### config.mk
export PLATFORM = sky130hd
export DESIGN_NAME = cnn_read_responder
export DESIGN_NICKNAME = d
export VERILOG_FILES = /design/src/rtl/cnn_read_responder.sv
export SDC_FILE = /design/constraint.sdc
export NUM_CORES = 1
export LEC_CHECK = 0
export ABC_AREA = 0
export CORE_ASPECT_RATIO = 0.7
export CORE_MARGIN = 4
export CORE_UTILIZATION = 25
export DETAILED_ROUTE_END_ITERATION = 10
export SYNTH_ARGS = -nofsm -noshare
export SYNTH_HDL_FRONTEND = slang
export SYNTH_SLANG_ARGS = --single-unit
### constraint.sdc
create_clock -name clk -period 1.8 [get_ports clk]
set_input_delay 0.27 -clock clk [delete_from_list [all_inputs] [get_ports clk]]
set_output_delay 0.27 -clock clk [all_outputs]
set_load 0.1 [all_outputs]
### src/rtl/cnn_read_responder.sv
// Single-beat-at-a-time AXI-style read responder for the CNN result memory and status registers.
// Optional build macro READ_RESP_SLVERR_EN: unmapped reads answer with SLVERR instead of OKAY.
module cnn_read_responder #(
  parameter logic [15:0] RESULT_NUM = 16'd8192
) (
  input  logic        clk,
  input  logic        rst,
  input  logic [31:0] araddr,
  input  logic [7:0]  arlen,
  input  logic        arvalid,
  output logic        arready,
  output logic [31:0] rdata,
  output logic [1:0]  rresp,
  output logic        rlast,
  output logic        rvalid,
  input  logic        rready,
  output logic        result_mem_read,
  output logic [15:0] result_mem_addr,
  input  logic [15:0] result_mem_data,
  input  logic [1:0]  image_set_register_data_output,
  input  logic        interrupt_register_data_output,
  output logic        result_read_done,
  output logic [2:0]  dbg_state
);

  // Handshakes: a transfer happens on a posedge where valid && ready; the
  // valid side holds its payload stable until that edge.
  typedef enum logic [2:0] {S_IDLE, S_ISSUE, S_WAIT, S_CAPTURE, S_RESP} state_t;
  typedef enum logic [1:0] {R_RESULT, R_IMGSET, R_INTR, R_UNMAPPED} region_t;

`ifdef READ_RESP_SLVERR_EN
  localparam logic [1:0] UNMAPPED_RESP = 2'b10;
`else
  localparam logic [1:0] UNMAPPED_RESP = 2'b00;
`endif

  state_t      state_q, state_d;
  region_t     region_q, region_d, ar_region;
  logic [15:0] cur_addr_q, cur_addr_d;
  logic [7:0]  beats_left_q, beats_left_d;
  logic [31:0] rdata_q, rdata_d;
  logic [1:0]  rresp_q, rresp_d;
  logic [15:0] done_cnt_q, done_cnt_d, done_cnt_inc;
  logic        done_q, done_d;

  always_comb begin
    ar_region = R_UNMAPPED;
    if (araddr[31:16] == 16'hd000)   ar_region = R_RESULT;
    else if (araddr == 32'hd111_0000) ar_region = R_IMGSET;
    else if (araddr == 32'hd222_0000) ar_region = R_INTR;
  end

  assign done_cnt_inc = done_cnt_q + 16'd1;

  always_comb begin
    state_d      = state_q;
    region_d     = region_q;
    cur_addr_d   = cur_addr_q;
    beats_left_d = beats_left_q;
    rdata_d      = rdata_q;
    rresp_d      = rresp_q;
    done_cnt_d   = done_cnt_q;
    done_d       = 1'b0;
    case (state_q)
      S_IDLE: begin
        if (arvalid) begin
          region_d     = ar_region;
          cur_addr_d   = araddr[15:0];
          beats_left_d = arlen;
          state_d      = (ar_region == R_RESULT) ? S_ISSUE : S_CAPTURE;
        end
      end
      S_ISSUE: state_d = S_WAIT;
      S_WAIT: begin
        rdata_d = {{16{result_mem_data[15]}}, result_mem_data};
        rresp_d = 2'b00;
        state_d = S_RESP;
      end
      S_CAPTURE: begin
        case (region_q)
          R_IMGSET: begin rdata_d = {30'b0, image_set_register_data_output}; rresp_d = 2'b00; end
          R_INTR:   begin rdata_d = {31'b0, interrupt_register_data_output}; rresp_d = 2'b00; end
          default:  begin rdata_d = 32'd0; rresp_d = UNMAPPED_RESP; end
        endcase
        state_d = S_RESP;
      end
      S_RESP: begin
        if (rready) begin
          // Only result beats count toward a complete readout.
          if (region_q == R_RESULT) begin
            if (done_cnt_inc == RESULT_NUM) begin
              done_cnt_d = 16'd0;
              done_d     = 1'b1;
            end else begin
              done_cnt_d = done_cnt_inc;
            end
          end
          if (beats_left_q == 8'd0) begin
            state_d = S_IDLE;
          end else begin
            beats_left_d = beats_left_q - 8'd1;
            cur_addr_d   = cur_addr_q + 16'd1;
            state_d      = (region_q == R_RESULT) ? S_ISSUE : S_CAPTURE;
          end
        end
      end
      default: state_d = S_IDLE;
    endcase
  end

  always_ff @(posedge clk or posedge rst) begin
    if (rst) begin
      state_q      <= S_IDLE;
      region_q     <= R_RESULT;
      cur_addr_q   <= 16'd0;
      beats_left_q <= 8'd0;
      rdata_q      <= 32'd0;
      rresp_q      <= 2'b00;
      done_cnt_q   <= 16'd0;
      done_q       <= 1'b0;
    end else begin
      state_q      <= state_d;
      region_q     <= region_d;
      cur_addr_q   <= cur_addr_d;
      beats_left_q <= beats_left_d;
      rdata_q      <= rdata_d;
      rresp_q      <= rresp_d;
      done_cnt_q   <= done_cnt_d;
      done_q       <= done_d;
    end
  end

  assign arready          = (state_q == S_IDLE);
  assign rvalid           = (state_q == S_RESP);
  assign rlast            = (state_q == S_RESP) && (beats_left_q == 8'd0);
  assign rdata            = rdata_q;
  assign rresp            = rresp_q;
  assign result_mem_read  = (state_q == S_ISSUE);
  assign result_mem_addr  = (state_q == S_ISSUE) ? cur_addr_q : 16'd0;
  assign result_read_done = done_q;
  assign dbg_state        = state_q;

endmodule

==> metrics.md <==
| Metric | Value |
|---|---|
| Status | `finished with violations` |
| Failing checks | `setup timing` |
| DR WL/cell | `between 15 and 20 µm` |
| Area share of the largest cell type after synthesis | `0.4080` |
| Pleak | `2.835 nW` |
| Clock period minus worst slack | `2.086 ns` |
| Clock slew at reported path FFs | `approximately 0.050 ns` |
| DRC Markers | `0` |
| Final setup vio count | `46` |
| TNS Setup | `-7.694 ns` |
| First-pass DRT Iterations | `4` |
| Worst rel slew slack | `0.6538` |
| Peak supply drop | `~0.90 mV` |
| Remaining Overflow, GRT | `0` |
| WP data required | `approximately 2.0 ns` |
| Vias in the first global route | `roughly 4000` |
| Compound-cell area share of the yosys netlist | `0.1899` |
| Flops & latches, synth | `62` |
| Commonest cells post-synth | `dfrtp_1, o21ai_0, nand2_1` |
| Core Box Area | `about 15000 µm²` |
| Initial core utilization | `0.2567` |
| Post-Synth XOR/XNOR Area | `0.03455` |
| Internal | `approximately 0.0067 W` |
| Critical Path Source Type | `register` |
| Clock tree from TritonCTS | `built` |
| Hold Crit Class | `primary input to asynchronous set/reset pin` |
| Synthesized area | `between 3000 and 4000 µm²` |
| Final non-filler cell total | `approximately 810` |
| Vias per cell | `between 4 and 5` |
| Largest family of logic cells by synthesized area | `simple AND/OR/NAND/NOR gates` |
| Slowest cell delay on critical path | `about 0.40 ns` |
| Initial antenna violation count | `0` |
| Post-Syn Area per Cell | `around 8.7 µm²` |
| Max clock buf depth | `2` |
| Final #Nets | `between 600 and 700` |
| Clock latency on the worst-skew pair | `approximately 0.33 ns` |
| Crit-path cells | `or3_4 -> nor3_4 -> nand3_2 -> buf_4 -> a41oi_4 -> buf_6 -> buf_12 -> a21oi_1 -> o22a_1` |
| Final period utilization | `1.159` |
| First-pass GRT wire length | `between 20000 and 25000 µm` |
| RD Place Congestion | `~0.86` |
| Placed cells | `around 770` |
| Die area | `approximately 17000 µm²` |
| Switch share | `0.5114` |
| Fin. Hold Viols | `0` |
| Pwr dens | `about 2000 nW/µm²` |
| Max Fclk | `between 400 and 500 MHz` |
| Crit path kind | `register to register` |
| CTS buffer count | `9` |
| Mux cell area share after synthesis | `0.008555` |
| Synth area leaders | `dfrtp_1, o21ai_0, nand2_1` |
| Post-DP HPWL | `between 9000 and 10000 µm` |
| Clock network fraction of design power | `0.139` |
| Initial drt markers | `around 250` |
| Adder-Cell Fraction of Synth Area | `0.02303` |
| Seq pwr share | `0.175` |
| Top-count cell post-synth | `dfrtp_1` |
| Cell count after synthesis | `around 440` |
| Hold WS | `around 0.27 ns` |
| Clock Tree Root | `clkbuf_16` |
| Unrepaired setup endpoints after global routing | `yes` |
| Core Util, Final | `0.4606` |
| Synth async-reset ratio | `1.000` |
| Cell taking the most area after synthesis | `dfrtp_1` |
| WL final | `between 10000 and 15000 µm` |
| Io pins | `around 120` |
| Most used DFF post-synth | `dfrtp_1` |
| Die Y | `between 100 and 150 µm` |
| TritonCTS sink count | `62` |
| Clock Skew | `a little over 0.007 ns` |
| Port-buffer cells | `roughly 120` |
| Share of post-route cells with drive strength above 1 | `0.3851` |
| Routed Antenna Nets | `0` |
| Register area share after synthesis | `0.4080` |
| Die W | `~160 µm` |
| Yosys Warn Count | `0` |
| Post-route setup slack | `-0.2863 ns` |
| P_sw | `0.007057 W` |
| Endpoint type of the worst setup path | `register` |
| Arrival time at the worst endpoint | `2.29 ns` |
| Pins over their slew limit | `0` |
| CTS HTree Levels | `3` |
| Largest net degree at the start of global routing | `28` |
| Vias post-DR | `3937` |
| Global router's overall resource usage | `0.1410` |
| Reg2Reg Setup Slack | `-0.29 ns` |
| CP Max Fanout | `7` |
| Logic pwr share | `0.685` |
| Total power | `0.01380 W` |
| Row count | `37` |
| Unique masters post-synth | `55` |
| Number of diodes | `0` |
| Synthesis-to-finish area growth | `79.47%` |
| Max Cap Viol | `0` |
| Slowest CP cell | `or3_4` |
| Simple-Gate Fraction of Synth Area | `0.2550` |
| Slew @ Worst Pin | `about 0.52 ns` |
| Number of synthesized flops with an enable pin | `0` |
-- flip-flops by register name (all words and copies together), names as in the netlist --
| register | flops |
|---|---|
| beats_left_q | 8 |
| cur_addr_q | 16 |
| dbg_state | 3 |
| done_cnt_q | 16 |
| rdata | 16 |
| region_q | 2 |
| result_read_done | 1 |
-- cell type report --
class,instances,area [µm²]
Inverter,12,56.30
Timing Repair inverter,1,8.758
Timing Repair Buffer,205,2390
Multi-Input combinational cell,322,2228
Clock buffer,11,252.7
Tap cell,195,244.0
Fill cell,1355,7990
Sequential cell,62,1563
Clock inverter,5,81.33
-- final timing paths --
check	depth (start not counted)	start	endpoint
max	9	beats_left_q[4]	cur_addr_q[9]
min	2	rst	done_cnt_q[15]
max reg2reg	9	beats_left_q[4]	cur_addr_q[9]
min reg2reg	2	rdata[8]	rdata[8]
max in group asynchronous	3	rst	dbg_state[2]
min in group clk	2	rdata[8]	rdata[8]
-- critical path: cells and delay by family (launching register included) --
kind,cells,cell delay (ns)
AND/OR/NAND/NOR,3,0.66
flip-flops,1,0.37
AO/OA/AOI/OAI,3,0.52
buffers and inverters,3,0.42
-- power by group through the flow --
stage	clock [W]	sequential, W	combinational, W
global route	0.00203	0.00250	0.00990
global placement	0	0.00242	0.00841
detailed placement	0	0.00244	0.00853
floorplan	0	0.00373	0.00457
CTS	0.00196	0.00240	0.00927
finish	0.00192	0.00242	0.00945
-- stage by stage --
step | instance area [µm²] | worst slack, ns
after floorplan | 3929 | -0.7344
after global placement | 5958 | -0.1150
after detailed placement | 5958 | -0.1710
after CTS | 6668 | -0.2667
after global routing | 6824 | -0.3673
final | 6824 | -0.2863
-- kinds of logic (layout without fill, tap and decap cells) --
logic type	count (synthesis)	count (layout)
XOR/XNOR	15	15
multiplexers	3	3
other	1	2
buffers and inverters	54	234
flip-flops	62	62
AO/OA/AOI/OAI	111	111
adder cells (fa/ha/maj)	7	7
AND/OR/NAND/NOR	184	184
-- layer usage --
layer,GRT usage,vias to the layer above,part of all wire
met5,0,-,0
met4,0.03440,0,0.010
met3,0.04370,10,0.070
met2,0.2236,125,0.48
met1,0.1875,1905,0.44
li1,-,1897,-
-- placed cells by master, fill, tap and decap left out, types with 3 or more instances in the layout --
cell	n
nand3_2	6
nor3_2	3
nor2_1	24
a32oi_1	4
buf_4	82
nor3_4	3
buf_6	10
nand3_1	13
and3_1	3
ha_1	6
nand2b_1	18
a2bb2oi_2	4
o21ai_0	25
and2_4	17
nor3_1	9
xnor2_1	11
a21oi_4	4
nor4_2	3
a21oi_2	5
nor4_1	5
nand2_1	45
o22ai_1	7
clkbuf_16	9
a21oi_1	14
a31oi_1	8
buf_12	49
clkdlybuf4s50_1	62
dfrtp_2	9
nand4_1	16
dfrtp_1	53
xor2_1	4
inv_1	9
o21ai_1	23
-- what timing repair did --
item                                    4_1_cts  5_1_grt
setup buffers                                17        9
pin swaps                                    14       10
cloned                                        4        0
endpoints found under the setup margin       45       57
resized for setup                            41       19
hold buffers                                  0        0
No activity file was read; power rests on OpenSTA's default activity.
